$ cat config.mk
export PLATFORM = sky130hd
export DESIGN_NAME = f_branch_predictor_flat
export DESIGN_NICKNAME = d
export VERILOG_FILES = /design/src/rtl/f_branch_predictor_if.sv /design/src/rtl/f_branch_predictor.sv /design/src/flat_wrapper.sv
export SDC_FILE = /design/constraint.sdc
export NUM_CORES = 1
export LEC_CHECK = 0
export CORE_MARGIN = 10
export CORE_UTILIZATION = 60
export CTS_CLUSTER_DIAMETER = 50
export DETAILED_ROUTE_END_ITERATION = 16
export PLACE_DENSITY = 0.79
export RECOVER_POWER = 25
export SETUP_SLACK_MARGIN = 0.05
export SKIP_CTS_REPAIR_TIMING = 1
export SLEW_MARGIN = 25
export SYNTH_ARGS = -nofsm -noshare
export SYNTH_HDL_FRONTEND = slang
export SYNTH_SLANG_ARGS = --single-unit
$ cat constraint.sdc
create_clock -name clk -period 5.3 [get_ports clk]
set_input_delay 1.06 -clock clk [delete_from_list [all_inputs] [get_ports clk]]
set_output_delay 1.06 -clock clk [all_outputs]
set_load 0.03 [all_outputs]
$ cat src/rtl/f_branch_predictor_if.sv
// Fetch/decode side signals of the f_branch_predictor block.
// master = pipeline side driving fetch PC and decode resolution, slave = predictor.
interface f_branch_predictor_if;
   logic [12:0] f_pc;
   logic        f_stall;
   logic [12:0] pred_nextpc;
   logic [12:0] pc_predicted;
   logic        cannot_predict;
   logic [12:0] d_pc;
   logic [12:0] d_nextpc;
   logic [1:0]  d_jump_code;
   logic        d_fail_predict;
   logic        ready;

   modport master (
      output f_pc, f_stall, d_pc, d_nextpc, d_jump_code, d_fail_predict,
      input  pred_nextpc, pc_predicted, cannot_predict, ready
   );

   modport slave (
      input  f_pc, f_stall, d_pc, d_nextpc, d_jump_code, d_fail_predict,
      output pred_nextpc, pc_predicted, cannot_predict, ready
   );
endinterface

$ cat src/rtl/f_branch_predictor.sv
// Direct-mapped BTB fetch predictor with 2-bit counters, trained from decode.
// Optional macro BTB_JALR_PREDICT_EN: when defined, jalr allocates like jal.
module f_branch_predictor #(
   parameter int IDX_BITS = 4
) (
   input logic                 clk,
   input logic                 rst,
   f_branch_predictor_if.slave bp
);
   localparam int PC_W    = 13;
   localparam int ENTRIES = 1 << IDX_BITS;
   localparam int TAG_W   = PC_W - IDX_BITS;

   typedef enum logic {INIT, RUN} state_t;

   state_t              state_reg, state_next;
   logic [IDX_BITS-1:0] init_cnt_reg, init_cnt_next;
   logic                init_clear;

   logic [ENTRIES-1:0]  valid_reg, valid_next;
   logic [TAG_W-1:0]    tag_mem    [ENTRIES];
   logic [PC_W-1:0]     target_mem [ENTRIES];
   logic [1:0]          ctr_mem    [ENTRIES];
   logic                uncond_mem [ENTRIES];

   logic [PC_W-1:0]     pc_predicted_reg;
   logic                cannot_predict_reg;

   // ---------------- init / run FSM ----------------
   always_ff @(posedge clk) begin
      if (rst) begin
         state_reg    <= INIT;
         init_cnt_reg <= '0;
      end else begin
         state_reg    <= state_next;
         init_cnt_reg <= init_cnt_next;
      end
   end

   always_comb begin
      state_next    = state_reg;
      init_cnt_next = init_cnt_reg;
      init_clear    = 1'b0;
      case (state_reg)
         INIT: begin
            init_clear    = 1'b1;
            init_cnt_next = init_cnt_reg + 1'b1;
            if (init_cnt_reg == IDX_BITS'(ENTRIES - 1))
               state_next = RUN;
         end
         default: ;
      endcase
   end

   assign bp.ready = (state_reg == RUN);

   // ---------------- combinational lookup ----------------
   logic [IDX_BITS-1:0] f_idx;
   logic [TAG_W-1:0]    f_tag;
   logic [PC_W-1:0]     f_pc_inc;
   logic                f_hit;

   assign f_idx    = bp.f_pc[IDX_BITS-1:0];
   assign f_tag    = bp.f_pc[PC_W-1:IDX_BITS];
   assign f_pc_inc = bp.f_pc + 13'd1;
   assign f_hit    = (state_reg == RUN) && valid_reg[f_idx] && (tag_mem[f_idx] == f_tag);

   assign bp.pred_nextpc = (f_hit && (uncond_mem[f_idx] || ctr_mem[f_idx][1]))
                           ? target_mem[f_idx] : f_pc_inc;

   // ---------------- fetch/decode pipeline register ----------------
   always_ff @(posedge clk) begin
      if (rst) begin
         pc_predicted_reg   <= '0;
         cannot_predict_reg <= 1'b1;
      end else if (bp.d_fail_predict) begin
         pc_predicted_reg   <= bp.d_nextpc;
         cannot_predict_reg <= 1'b1;
      end else if (!bp.f_stall) begin
         pc_predicted_reg   <= bp.pred_nextpc;
         cannot_predict_reg <= 1'b0;
      end
   end

   assign bp.pc_predicted   = pc_predicted_reg;
   assign bp.cannot_predict = cannot_predict_reg;

   // ---------------- training from decode ----------------
   logic [IDX_BITS-1:0] d_idx;
   logic [TAG_W-1:0]    d_tag;
   logic [PC_W-1:0]     d_pc_inc;
   logic                d_hit, d_taken, upd_en;
   logic                wr_en, wr_uncond;
   logic [PC_W-1:0]     wr_target;
   logic [1:0]          wr_ctr;

   assign d_idx    = bp.d_pc[IDX_BITS-1:0];
   assign d_tag    = bp.d_pc[PC_W-1:IDX_BITS];
   assign d_pc_inc = bp.d_pc + 13'd1;
   assign d_hit    = valid_reg[d_idx] && (tag_mem[d_idx] == d_tag);
   assign d_taken  = (bp.d_nextpc != d_pc_inc);
   // A bubble slot carries no real instruction, so it never trains.
   assign upd_en   = (state_reg == RUN) && !cannot_predict_reg && (bp.d_jump_code != 2'b00);

   always_comb begin
      wr_en     = 1'b0;
      wr_target = target_mem[d_idx];
      wr_ctr    = ctr_mem[d_idx];
      wr_uncond = uncond_mem[d_idx];
      if (upd_en) begin
         case (bp.d_jump_code)
            2'b01: begin
               if (d_hit) begin
                  wr_en = 1'b1;
                  if (d_taken) begin
                     wr_target = bp.d_nextpc;
                     if (ctr_mem[d_idx] != 2'b11) wr_ctr = ctr_mem[d_idx] + 2'b01;
                  end else if (ctr_mem[d_idx] != 2'b00) begin
                     wr_ctr = ctr_mem[d_idx] - 2'b01;
                  end
               end else if (d_taken) begin
                  wr_en     = 1'b1;
                  wr_target = bp.d_nextpc;
                  wr_ctr    = 2'b10;
                  wr_uncond = 1'b0;
               end
            end
            2'b10: begin
               wr_en     = 1'b1;
               wr_target = bp.d_nextpc;
               wr_ctr    = 2'b11;
               wr_uncond = 1'b1;
            end
            2'b11: begin
`ifdef BTB_JALR_PREDICT_EN
               wr_en     = 1'b1;
               wr_target = bp.d_nextpc;
               wr_ctr    = 2'b11;
               wr_uncond = 1'b1;
`endif
            end
            default: ;
         endcase
      end
   end

   // Per-entry valid: init sweep clears, any table write sets.
   for (genvar gi = 0; gi < ENTRIES; gi++) begin : g_valid
      assign valid_next[gi] = (init_clear && init_cnt_reg == IDX_BITS'(gi)) ? 1'b0 :
                              (wr_en && d_idx == IDX_BITS'(gi))             ? 1'b1 :
                              valid_reg[gi];
   end

   always_ff @(posedge clk) begin
      valid_reg <= valid_next;
   end

   always_ff @(posedge clk) begin
      if (wr_en) begin
         tag_mem[d_idx]    <= d_tag;
         target_mem[d_idx] <= wr_target;
         ctr_mem[d_idx]    <= wr_ctr;
         uncond_mem[d_idx] <= wr_uncond;
      end
   end
endmodule

$ cat src/flat_wrapper.sv
// flat-port wrapper written by rule: the top's interface ports become plain ports
module f_branch_predictor_flat 
#(
   parameter int IDX_BITS = 4
)
  (clk, rst, bp_f_pc, bp_f_stall, bp_d_pc, bp_d_nextpc, bp_d_jump_code, bp_d_fail_predict, bp_pred_nextpc, bp_pc_predicted, bp_cannot_predict, bp_ready);
  f_branch_predictor_if bp_i ();
  input logic clk;
  input logic rst;
  input wire logic [$bits(bp_i.f_pc)-1:0] bp_f_pc;
  input wire logic [$bits(bp_i.f_stall)-1:0] bp_f_stall;
  input wire logic [$bits(bp_i.d_pc)-1:0] bp_d_pc;
  input wire logic [$bits(bp_i.d_nextpc)-1:0] bp_d_nextpc;
  input wire logic [$bits(bp_i.d_jump_code)-1:0] bp_d_jump_code;
  input wire logic [$bits(bp_i.d_fail_predict)-1:0] bp_d_fail_predict;
  output wire logic [$bits(bp_i.pred_nextpc)-1:0] bp_pred_nextpc;
  output wire logic [$bits(bp_i.pc_predicted)-1:0] bp_pc_predicted;
  output wire logic [$bits(bp_i.cannot_predict)-1:0] bp_cannot_predict;
  output wire logic [$bits(bp_i.ready)-1:0] bp_ready;
  assign bp_i.f_pc = bp_f_pc;
  assign bp_i.f_stall = bp_f_stall;
  assign bp_i.d_pc = bp_d_pc;
  assign bp_i.d_nextpc = bp_d_nextpc;
  assign bp_i.d_jump_code = bp_d_jump_code;
  assign bp_i.d_fail_predict = bp_d_fail_predict;
  assign bp_pred_nextpc = bp_i.pred_nextpc;
  assign bp_pc_predicted = bp_i.pc_predicted;
  assign bp_cannot_predict = bp_i.cannot_predict;
  assign bp_ready = bp_i.ready;
  f_branch_predictor #(.IDX_BITS(IDX_BITS)) u_core (.clk(clk), .rst(rst), .bp(bp_i));
endmodule
==> impl_metrics.yaml <==
run_status:
  status: "finished, final reports clean"
run:
  cap_violations: 0
die:
  die_y_microns: 201
  num_rows: 66
  start_util_pct: 60.7
  coreArea_sq_um: 32500
  dieWidth_microns: 201
  num_io_pins: 73
  dieArea_sq_um: 40500
layout:
  drive_above_1_share_pct: 26.6
  regMostFlops: "u_core.target_mem"
  largest_reg_flops: 208
  design_area_sq_um: 23000
  layout.nets: 1340
  fillers: 1949
  top_regs: "u_core.target_mem: 208 flops, u_core.tag_mem: 144 flops, u_core.ctr_mem: 32 flops"
  areaGrowthSynthToFinish_pct: 16.7
global_routing:
  grt_max_degree: 54
  grt_pass1_vias: 12120
  grt_pass1_wl_microns: 81100
  antenna_found_initial: 3
  grt_overflow_total: 0
  grt_usage_pct: 26.8
pwr:
  power-per-cell-area_nw_per_um2: 335
  leakage_nw: 7.64
  ir_drop_mv: 0.384
sta:
  maxSlewHeadroom_pct: 25.4
  fin_tns_setup_ns: 0
  rsz0062_at_grt: "false"
  fin_ws_ns: 0.164
  skew_ns: 0.0258
  finalHoldViolCount: 0
  min_period_ns: 5.14
  max_freq_ghz: 0.195
  setup_viol: 0
  period_share_pct: 96.9
  worst_slew_pin_slew_ns: 1.12
  whs_ns: 0.483
  slew_violations: 0
setup_path:
  crit_path_cell_trace: "clkdlybuf4s50_1 > buf_12 > nor2b_1 > a22o_1 > a221oi_2 > xor2_1 > o2111ai_1 > nor4b_4 > buf_4 > buf_4 > mux2_4 > buf_4"
  path_buf_inv: 5
  worst_path_max_delay_cell: "clkdlybuf4s50_1"
  cp_max_fo: 14
  critPathLaunchType: "input pin"
  slowest_delay_ns: 0.44
  required_ns: 4.24
  cp_top_family: "buffers and inverters"
  crit_type: "input pin to output port"
  end_kind: "output port"
  crit_arrival_ns: 4.08
  cpMostUsedCell: "buf_4"
synth:
  synth_top_area_share_pct: 60.9
  synth.avg_cell_area_sq_um: 17.4
  yosysWarnings: 0
  synth.distinct_cells: 71
  synth_nets: 1190
  synthArstFlopShare_pct: 0
  netlist_instances: 1133
  yosysTopAreaCell: "edfxtp_1"
  synth_area_sq_um: 19700
  synth_top_flop_cell: "edfxtp_1"
  synth-seq-cells: 435
  ys_top_cells_by_area: "edfxtp_1, mux4_2, dfxtp_1"
  yosysSeqAreaShare_pct: 64.5
  synth_edf_count: 400
placement:
  hpwl_microns: 35000
  routabilityCongestion: 0.942
  dpl_worst_slack_ns: -0.0834
  place_area_sq_um: 21400
  io_buffers: 72
detailed_routing:
  routed_wirelength_microns: 55000
  wire_per_inst_microns: 31.1
  drt-pass1-iter-count: 7
  vias: 12190
  via_per_inst: 6.91
  ant_nets: 0
  drc: 0
  drt-initial-drc-count: 1837
clock_network:
  clkSinkCount: 435
  cts_buffers: 47
  cts_buffer_depth: 3
  cts.reportedPaths.clkPinSlew_ns: 0.06
  cts_tree: "done"
  ctsRootBufferMaster: "clkbuf_16"
  htree_num_levels: 2
  clk_latency_ns: 0.55
hold_path:
  min_path_type: "flop to flop"
==> cell usage in the layout (no fill, tap or decap), types with 32 or more instances in the layout <==
master / synthesis / final
nor2_1: 66 / 66
buf_4: 9 / 88
mux4_2: 149 / 149
mux2i_1: 33 / 33
dfxtp_1: 35 / 35
edfxtp_1: 400 / 400
clkbuf_16: 0 / 51
clkdlybuf4s50_1: 0 / 39
nand2_1: 49 / 49
xnor2_1: 32 / 32
==> tightest hold or removal path, stage by stage (launching register included) <==
cell and delay, ns:
dfxtp_1 0.33, nand2_1 0.06, nand2_1 0.05
==> layout make-up <==
type / count / area, sq um / area share [%]
well taps: 442 / 553 / 2.40
multi-input cells: 600 / 6530 / 28.4
diodes: 2 / 5.00 / 0.0218
flip-flops and latches: 435 / 12700 / 55.3
clock inverters: 31 / 339 / 1.47
repair buffers: 171 / 1510 / 6.54
inverters: 28 / 105 / 0.457
clock buffers: 56 / 1250 / 5.45
==> metal layers <==
metal | global-route usage (%) | vias to the layer above | share of wire (%)
met3 | 5.91 | 160 | 13
met5 | 0 | - | 0
li1 | - | 4884 | -
met1 | 37.0 | 6182 | 37
met2 | 41.9 | 964 | 47
met4 | 8.51 | 0 | 3.6
==> worst paths after layout <==
| kind | to | start | slack, ns | cells after the start |
|---|---|---|---|---|
| max | bp_pred_nextpc[0] | bp_f_pc[3] | 0.16 | 12 |
| min | u_core.bp.cannot_predict$_SDFFE_PP1N_ | u_core.bp.cannot_predict$_SDFFE_PP1N_ | 0.48 | 2 |
| max reg2reg | u_core.tag_mem[13][2]$_DFFE_PP_ | u_core.tag_mem[11][0]$_DFFE_PP_ | 1.85 | 10 |
| min reg2reg | u_core.bp.cannot_predict$_SDFFE_PP1N_ | u_core.bp.cannot_predict$_SDFFE_PP1N_ | 0.48 | 2 |
==> per-stage QoR <==
stage                     power (W)  utilization (%)  instances
after global placement      0.00443             65.8       1673
final                       0.00771             70.9       1765
after detailed placement    0.00445             65.8       1673
after floorplan             0.00420                -       1133
after global routing        0.00790             70.9       1765
after CTS                   0.00772             70.7       1760
==> cells by family after synthesis <==
| kind of cell | share of synthesized area (%) |
|---|---|
| xor gates and xnor gates | 2.25 |
| adders and majority gates | 0.812 |
| DFF | 64.5 |
| and+or+nand+nor | 5.19 |
| buffers and inverters | 2.51 |
| muxes | 20.0 |
| AOI/OAI and AO/OA | 4.73 |
==> power by group <==
part / internal (W) / switching (W)
clock: 0.00196 / 0.00136
combinational: 0.000267 / 0.000362
sequential: 0.00376 / 0.00000812
==> synthesized netlist by cell type, types with 6 or more instances <==
cell type and number:
edfxtp_1 400, mux2i_1 33, buf_4 9, buf_2 24, a211oi_1 6, buf_1 6
a21o_1 13, clkbuf_1 23, nor2b_1 11, a221oi_1 8, o21ai_0 30, dfxtp_1 35
nor3_1 11, mux2_4 10, a21oi_1 25, ha_1 12, nand3_1 27, xnor2_1 32
mux4_2 149, nand2b_1 9, inv_1 25, nand2_1 49, o2bb2ai_1 12, buf_6 7
nor2_1 66, xor2_1 16
Note: power is estimated with default switching activity, not from simulation.
